[src/rtl/serial_tx_pkg.sv]
`default_nettype none
// ============================================================================
//  Module : serial_tx_pkg
//  Brief  : Shared types and helpers for the serial word transmitter.
//           tx_state_t - transmitter FSM state encoding
//           cnt_w(n)   - counter width for a value range of n (minimum 1 bit)
//  Rev    : 1.0 - initial release
// ============================================================================
package serial_tx_pkg;

    typedef enum logic [1:0] {
        IDLE  = 2'd0,
        SHIFT = 2'd1,
        DONE  = 2'd2
    } tx_state_t;

    // Width needed to hold values 0..n-1, never less than one bit.
    function automatic int cnt_w(input int n);
        return (n <= 2) ? 1 : $clog2(n);
    endfunction

endpackage
`default_nettype wire

[src/rtl/bit_tick_gen.sv]
`default_nettype none
// ============================================================================
//  Module : bit_tick_gen
//  Brief  : Bit-period divider. Counts 0..DIV-1 while run is high and raises
//           tick combinationally in the cycle the count sits at DIV-1.
//  Ports  : clk  - system clock
//           rst  - synchronous active-high reset
//           clr  - synchronous counter clear (start of a frame)
//           run  - count enable
//           tick - one-cycle strobe at the end of each bit period
//  Rev    : 1.0 - initial release
// ============================================================================
module bit_tick_gen
    import serial_tx_pkg::*;
#(
    parameter int DIV = 4
) (
    input  logic clk,
    input  logic rst,
    input  logic clr,
    input  logic run,
    output logic tick
);

    localparam int                 c_cnt_w = cnt_w(DIV);
    localparam logic [c_cnt_w-1:0] c_max   = c_cnt_w'(DIV - 1);

    logic [c_cnt_w-1:0] r_cnt;

    always_ff @(posedge clk) begin
        if (rst || clr) begin
            r_cnt <= '0;
        end else if (run) begin
            r_cnt <= (r_cnt == c_max) ? '0 : r_cnt + c_cnt_w'(1);
        end
    end

    // With DIV = 1 the counter stays at zero and tick simply follows run.
    assign tick = run && (r_cnt == c_max);

endmodule
`default_nettype wire

[src/rtl/serial_word_tx.sv]
`default_nettype none
// ============================================================================
//  Module : serial_word_tx
//  Brief  : Accepts a parallel word over valid/ready and serialises it onto
//           sdata, pulsing sen once per bit to clock a downstream serial-in
//           shift register. The bit period is DIV clock cycles.
//  Ports  : clk, rst           - clock, synchronous active-high reset
//           in_valid/in_data   - parallel word offered by upstream
//           in_ready           - word can be accepted (IDLE, not in reset)
//           sdata              - serial bit, held for the whole bit period
//           sen                - one-cycle shift strobe at end of each bit
//           busy               - frame in progress
//           done               - one-cycle pulse after the last strobe
//  Config : define SERIAL_WORD_TX_PARITY_EN to append an even-parity bit
//           (XOR of the word) after the data bits.
//  Rev    : 1.0 - initial release
// ============================================================================
module serial_word_tx
    import serial_tx_pkg::*;
#(
    parameter int WIDTH     = 4,
    parameter int DIV       = 4,
    parameter int MSB_FIRST = 1
) (
    input  logic             clk,
    input  logic             rst,
    input  logic             in_valid,
    input  logic [WIDTH-1:0] in_data,
    output logic             in_ready,
    output logic             sdata,
    output logic             sen,
    output logic             busy,
    output logic             done
);

`ifdef SERIAL_WORD_TX_PARITY_EN
    localparam int c_nbits = WIDTH + 1;
`else
    localparam int c_nbits = WIDTH;
`endif
    localparam int                 c_bit_w = cnt_w(WIDTH + 1);
    localparam logic [c_bit_w-1:0] c_last  = c_bit_w'(c_nbits - 1);

    tx_state_t          r_state;
    tx_state_t          w_next;
    logic [WIDTH-1:0]   r_data;
    logic [c_bit_w-1:0] r_bit;
    logic               w_accept;
    logic               w_tick;
    logic               w_data_bit;
    logic               w_cur_bit;

    assign in_ready = (r_state == IDLE) && !rst;
    assign w_accept = in_valid && in_ready;
    assign busy     = (r_state == SHIFT);
    assign done     = (r_state == DONE);
    assign sen      = w_tick;

    // The word register shifts toward the output end on every strobe, so the
    // bit currently on the line is always at a fixed position.
    assign w_data_bit = (MSB_FIRST != 0) ? r_data[WIDTH-1] : r_data[0];

`ifdef SERIAL_WORD_TX_PARITY_EN
    logic r_par;

    always_ff @(posedge clk) begin
        if (rst) begin
            r_par <= 1'b0;
        end else if (w_accept) begin
            r_par <= ^in_data;
        end
    end

    assign w_cur_bit = (r_bit == c_bit_w'(WIDTH)) ? r_par : w_data_bit;
`else
    assign w_cur_bit = w_data_bit;
`endif

    assign sdata = (r_state == SHIFT) ? w_cur_bit : 1'b0;

    bit_tick_gen #(
        .DIV (DIV)
    ) u_tick (
        .clk  (clk),
        .rst  (rst),
        .clr  (w_accept),
        .run  (r_state == SHIFT),
        .tick (w_tick)
    );

    always_ff @(posedge clk) begin
        if (rst) begin
            r_state <= IDLE;
            r_data  <= '0;
            r_bit   <= '0;
        end else begin
            r_state <= w_next;
            if (w_accept) begin
                r_data <= in_data;
                r_bit  <= '0;
            end else if (w_tick) begin
                r_data <= (MSB_FIRST != 0) ? {r_data[WIDTH-2:0], 1'b0}
                                           : {1'b0, r_data[WIDTH-1:1]};
                r_bit  <= r_bit + c_bit_w'(1);
            end
        end
    end

    always_comb begin
        w_next = r_state;
        case (r_state)
            IDLE:    if (in_valid) w_next = SHIFT;
            SHIFT:   if (w_tick && (r_bit == c_last)) w_next = DONE;
            DONE:    w_next = IDLE;
            default: w_next = IDLE;
        endcase
    end

endmodule
`default_nettype wire

[config.mk]
export PLATFORM = sky130hd
export DESIGN_NAME = serial_word_tx
export DESIGN_NICKNAME = d
export VERILOG_FILES = /design/src/rtl/serial_tx_pkg.sv /design/src/rtl/bit_tick_gen.sv /design/src/rtl/serial_word_tx.sv
export SDC_FILE = /design/constraint.sdc
export NUM_CORES = 1
export LEC_CHECK = 0
export CORE_AREA = 4 4 41 43
export CTS_CLUSTER_DIAMETER = 80
export CTS_CLUSTER_SIZE = 12
export DETAILED_ROUTE_END_ITERATION = 7
export DIE_AREA = 0 0 45 47
export GPL_ROUTABILITY_DRIVEN = 1
export HOLD_SLACK_MARGIN = 0.15
export MAX_ROUTING_LAYER = met4
export PLACE_DENSITY = 0.71
export SETUP_SLACK_MARGIN = 0.1
export SYNTH_ARGS = -nofsm -noshare
export SYNTH_HDL_FRONTEND = slang
export SYNTH_HIERARCHICAL = 1
export SYNTH_SLANG_ARGS = --single-unit
export TNS_END_PERCENT = 50
[constraint.sdc]
create_clock -name clk -period 2 [get_ports clk]
set_input_delay 0.3 -clock clk [delete_from_list [all_inputs] [get_ports clk]]
set_output_delay 0.3 -clock clk [all_outputs]
set_load 0.05 [all_outputs]
* Word level (Yosys, flattened, before mapping) *
Cells that the tools add are included.

word-level totals
  memory bits (read-only) = 0
  register bits after elaboration = 11
  memories = 0
  word-level logic and storage cells = 29
  latch bits = 0
  output and inout bits = 5
  bits of input ports = 7
  bits in writable memories = 0

operators by class
  magnitude comparators = 0
  reductions and logical operators = 10
  bitwise gates (word level) = 0
  add/sub/neg operators = 2
  eq/ne operators = 6
  shift-type cells = 0
  divide/modulo/power cells = 0
  multiply operators = 0
  mux-type cells = 7

operator list
  kind                                                                    count
  4-bit two-way mux                                                       2
  2-bit two-way mux                                                       3
  2-bit equality test (second input constant)                             2
  1-bit logical AND                                                       4
  2-bit != test (second input constant)                                   2
  2-bit one-hot mux with 2 select lines                                   1
  3-bit by 1-bit adder with 3-bit output (second input constant)          1
  3-bit by 2-bit equality test with 1-bit output (second input constant)  1
  2-bit by 1-bit adder with 2-bit output (second input constant)          1
  2-bit by 1-bit equality test with 1-bit output (second input constant)  1
  2-bit logical NOT                                                       1
  2-bit AND reduction                                                     1
  2-bit nonzero test                                                      1
  2-bit OR reduction                                                      1
  1-bit logical NOT                                                       1
  1-bit logical OR                                                        1
  1-bit two-way mux                                                       1

* Longest topological paths before layout *
Gate-level depths: netlist (run 1).

  depth after elaboration = 5
  mapped depth = 6

* Cells and area by module *
Netlist (run 1), hierarchy kept.

by module, submodules not included
  module          instances  cells each  sequential area each (sq um)  area each (sq um)
  serial_word_tx  1          44          180.2                         430.4
  bit_tick_gen    1          9           40.0                          101.3

* Least setup slack after synthesis (run 1) *
Ideal clock, no wire load.

  kind = reg2reg
  start = register r_state[0]
  end = register r_data[1]
  clock period less this slack = 2.571 ns
  stages on the path, launching flop included = 6
  path slack = -0.571 ns
  arrival time = 2.435 ns
  setup time = 0.136 ns
  path buffers = 1
  data required time = 1.864 ns
  path through = dfxtp_1 > nor2b_1 > and2_1 > buf_2 > mux2i_1 > a211oi_2

between the ends
  elaborated cells on any way between the ends = 7
  classes of those cells = eq/ne: 1; mux: 1; reduce/logical: 5

RTL lines
  element                                         RTL line               source
  start, declared                                 serial_word_tx.sv:44   tx_state_t r_state;
  start signal, assigned                          serial_word_tx.sv:97   r_state <= w_next;
  2-bit by 1-bit equality test with 1-bit output  n/a
  via busy                                        serial_word_tx.sv:32   output logic busy,
  1-bit logical AND                               bit_tick_gen.sv:39     assign tick = run && (r_cnt == c_max);
  via sen                                         serial_word_tx.sv:31   output logic sen,
  2-bit nonzero test (no line)                    n/a
  end signal, assigned                            serial_word_tx.sv:99   r_data <= in_data;
  end signal, assigned                            serial_word_tx.sv:102  r_data <= (MSB_FIRST != 0) ? {r_data[WIDTH-2:0], 1'b0}
  end, declared                                   serial_word_tx.sv:46   logic [WIDTH-1:0] r_data;

The timed path passes the listed nets, and every way through them passes these cells.
A chain may end at the register's enable or synchronous reset.

* Final worst setup path (run 1) *
  start = register r_state[0]
  end = output sen

between the ends
  word-level cells in the longest chain between the ends = 2

RTL lines
  element                                         RTL line              source
  2-bit by 1-bit equality test with 1-bit output  serial_word_tx.sv:87  .run (r_state == SHIFT),
  1-bit logical AND                               bit_tick_gen.sv:39
  end, declared                                   serial_word_tx.sv:31

No other way between the ends.

==> impl_metrics.json, run 1 <==
{
  "timing.reg2reg.setup_slack_ns": 0.54,
  "timing.critical_path.buf_inv": 1,
  "yosys.area_share.adder": 0.0706,
  "placed_cells": 78,
  "largest_fanout_on_the_critical_path": 10,
  "reg2reg_from": "r_state[0]",
  "wl_um": 987,
  "syn-instance-count": 53,
  "syn-cell-area_sq_um": 532,
  "top_cell_type_by_total_area_after_synthesis": "dfxtp_1",
  "cts.reportedPaths.clkPinSlew_ns": 0.07,
  "irDropWorstVdd_mv": 0.632,
  "seq_area_frac_synth": 0.414,
  "synth-xor-area-share": 0.0165,
  "worst_min_delay_path_class": "flip-flop to flip-flop",
  "tns_ns": 0,
  "diodes": 0,
  "clk_path_buf_depth": 2,
  "cpPeakStageDelay_ns": 0.39,
  "synth_cell_type_count": 21,
  "worst_slew_pin_tran_ns": 0.484,
  "crit_reg_reg_endpoint": "r_data[3]",
  "fin_skew_ns": 0.00406,
  "first_global_vias": 384,
  "timing.final.hold_violations": 0,
  "numClockSinks": 11,
  "area_growth_syn_to_layout_pct": 32.5,
  "cts.root.buffer_cell": "clkbuf_4",
  "postSynthAreaPerCell_sq_um": 10.0,
  "overall_overflow_remaining_after_global_route": 0,
  "initial_utilization": 0.409,
  "routedWlPerCell_um": 12.0,
  "ant_nets": 0,
  "compound_gate_fraction_of_synth_area": 0.129,
  "layout_commonest_cell": "dfxtp_1",
  "grt_start_max_net_pins": 13,
  "arrival_ns": 1.44,
  "yosys-mux-area-fraction": 0.0941,
  "yosys_warnings": 6,
  "drt-initial-drc-count": 2,
  "setup.worst_path.start_class": "flip-flop",
  "cts_setup_buffers": 0,
  "synth_top_cells_by_area": "dfxtp_1, a211oi_2, mux2i_1, ha_1, nor2_1",
  "synth-seq-cells": 11,
  "tritoncts.num_buffers": 3,
  "net_count_after_synthesis": 63,
  "final_cells": 82,
  "cts.hold.buffers_added": 0,
  "slew_violations": 0,
  "cts_tree": "done",
  "clock_latency_ns": 0.26,
  "worst-endpoint-required_ns": 1.70,
  "final_min_period_over_clock_period": 0.869,
  "die-height_um": 47,
  "worstSetupPathType": "flip-flop to primary output",
  "routed-via-count": 401,
  "cell_with_the_largest_stage_delay_on_the_worst_path": "dfxtp_1",
  "post_synth_and_or_nand_nor_area_fraction": 0.231,
  "synth_top_cell_area_share": 0.414,
  "max_capacitance_violation_count": 0,
  "power.static_leakage_nw": 0.272,
  "placementRows": 13,
  "period_needed_ns": 1.74,
  "dr.pass1.iters": 2,
  "outcome": "complete, no violations",
  "synth_top_family_by_area": "simple AND/OR/NAND/NOR gates",
  "grt.total_usage": 0.118,
  "setup_viol_count_final": 0,
  "cp_cell_sequence": "nor2b_4 -> and2_2 -> buf_12",
  "p_per_area_nw_per_um2": 666,
  "globalplace.congestion": 0.609,
  "top_level_ports": 12,
  "drc": 0,
  "port_buffers": 11,
  "drive_above_1_share": 0.224,
  "detailed_place_hpwl_um": 773,
  "fmaxAchievable_mhz": 575,
  "final_net_count": 78,
  "grt_pass1_wl_mm": 1.65,
  "endpoint_worst_hold": "r_bit[2]",
  "design.core.area_sq_um": 1300,
  "setup.worst_path.end_class": "primary output",
  "reg2regPathDepth": 4,
  "clock_tree.htree_level_count": 1,
  "routed_via_density": 4.89,
  "mostFrequentLayoutCells": "dfxtp_1, nor2_1, clkdlybuf4s50_1",
  "min_delay_path_depth": 2,
  "hold_start": "r_bit[2]",
  "slew_headroom": 0.679,
  "cpLargestDelayFamily": "simple AND/OR/NAND/NOR gates",
  "fp.dieW_um": 45,
  "design.die.area_sq_um": 2120,
  "grt_setup_unrepaired": "false",
  "grt_antenna_before_repair": 0
}
==> kinds of logic (layout without fill, tap and decap cells) <==
family,Yosys count,count (layout)
AND/OR/NAND/NOR,22,22
flip-flops,11,11
AO/OA/AOI/OAI,7,7
multiplexers,5,5
buffers and inverters,4,18
adder cells (fa/ha/maj),3,3
XOR/XNOR,1,1
==> power breakdown <==
| group | switching [mW] | internal [mW] | leakage (nW) |
|---|---|---|---|
| Combinational | 0.0439 | 0.0418 | 0.167 |
| Sequential | 0.00650 | 0.229 | 0.0899 |
| Clock | 0.0702 | 0.0771 | 0.0150 |
| Total | 0.121 | 0.348 | 0.272 |
==> synth_stat cells (all sizes together) <==
cell / instances
dfxtp: 11
nor2: 6
mux2i: 5
a211oi: 4
nor3: 4
ha: 3
a21oi: 2
and2: 2
buf: 2
nand2: 2
nor3b: 2
or3b: 2
a2111oi: 1
and2b: 1
clkbuf: 1
inv: 1
nand2b: 1
nand3b: 1
nor2b: 1
xnor2: 1
==> worst max path at each step <==
stage,startpoint,end,slack [ns],cells past startpoint
floorplan,rst,in_ready,0.12,2
global placement,in_valid,u_tick/r_cnt[1],0.35,4
detailed placement,in_valid,u_tick/r_cnt[1],0.31,4
CTS,r_state[0],sen,0.24,3
global route,r_state[0],sen,0.14,3
finish,r_state[0],sen,0.26,3
==> state kept, by name, summed over array words and instances, names as in the netlist <==
signal,cells
r_data,4
r_bit,3
r_state,2
u_tick/r_cnt,2
==> worst register-to-register path: cells and delay by family, from the launching register on <==
| kind | cells | cell delay, ns |
|---|---|---|
| AND/OR/NAND/NOR | 2 | 0.60 |
| multiplexers | 1 | 0.26 |
| flip-flops | 1 | 0.39 |
| AO/OA/AOI/OAI | 1 | 0.09 |
==> cell type report <==
| type | instances | area, sq um |
|---|---|---|
| timing repair buffer | 13 | 139 |
| inverter | 1 | 3.75 |
| multi-input combinational | 38 | 297 |
| clock buffer | 4 | 26.3 |
| tap | 15 | 18.8 |
| fill | 126 | 597 |
| sequential | 11 | 220 |
==> metrics by stage <==
stage	setup slack (ns)	instance area (sq um)	hold WS (ns)	utilization	power, mW
2_1_floorplan	0.125	541	0.365	-	0.295
3_3_place_gp	0.346	679	0.471	0.522	0.325
3_5_place_dp	0.308	679	0.478	0.522	0.327
4_1_cts	0.236	704	0.487	0.541	0.479
5_1_grt	0.141	704	0.522	0.541	0.496
6_report	0.262	704	0.480	0.541	0.469
==> what timing repair did <==
item,in CTS,in global routing
endpoints found under the hold margin,0,0
setup endpoints to repair,1,0
gates resized for setup,1,0
==> routing by layer <==
metal | wire [um] | track usage
met5 | 0 | -
met4 | 10 | 0.0351
met3 | 77 | 0.0690
met2 | 476 | 0.189
met1 | 423 | 0.122
Power figures use the tool's default switching activity.
==> run 2: changes to the inputs <==
--- a/config.mk
+++ b/config.mk
@@ -19,4 +19,3 @@
 export SYNTH_HDL_FRONTEND = slang
 export SYNTH_HIERARCHICAL = 1
 export SYNTH_SLANG_ARGS = --single-unit
-export TNS_END_PERCENT = 50
==> results of run 2 <==
The final DEF is identical to that of run 1; final timing and power are the same.
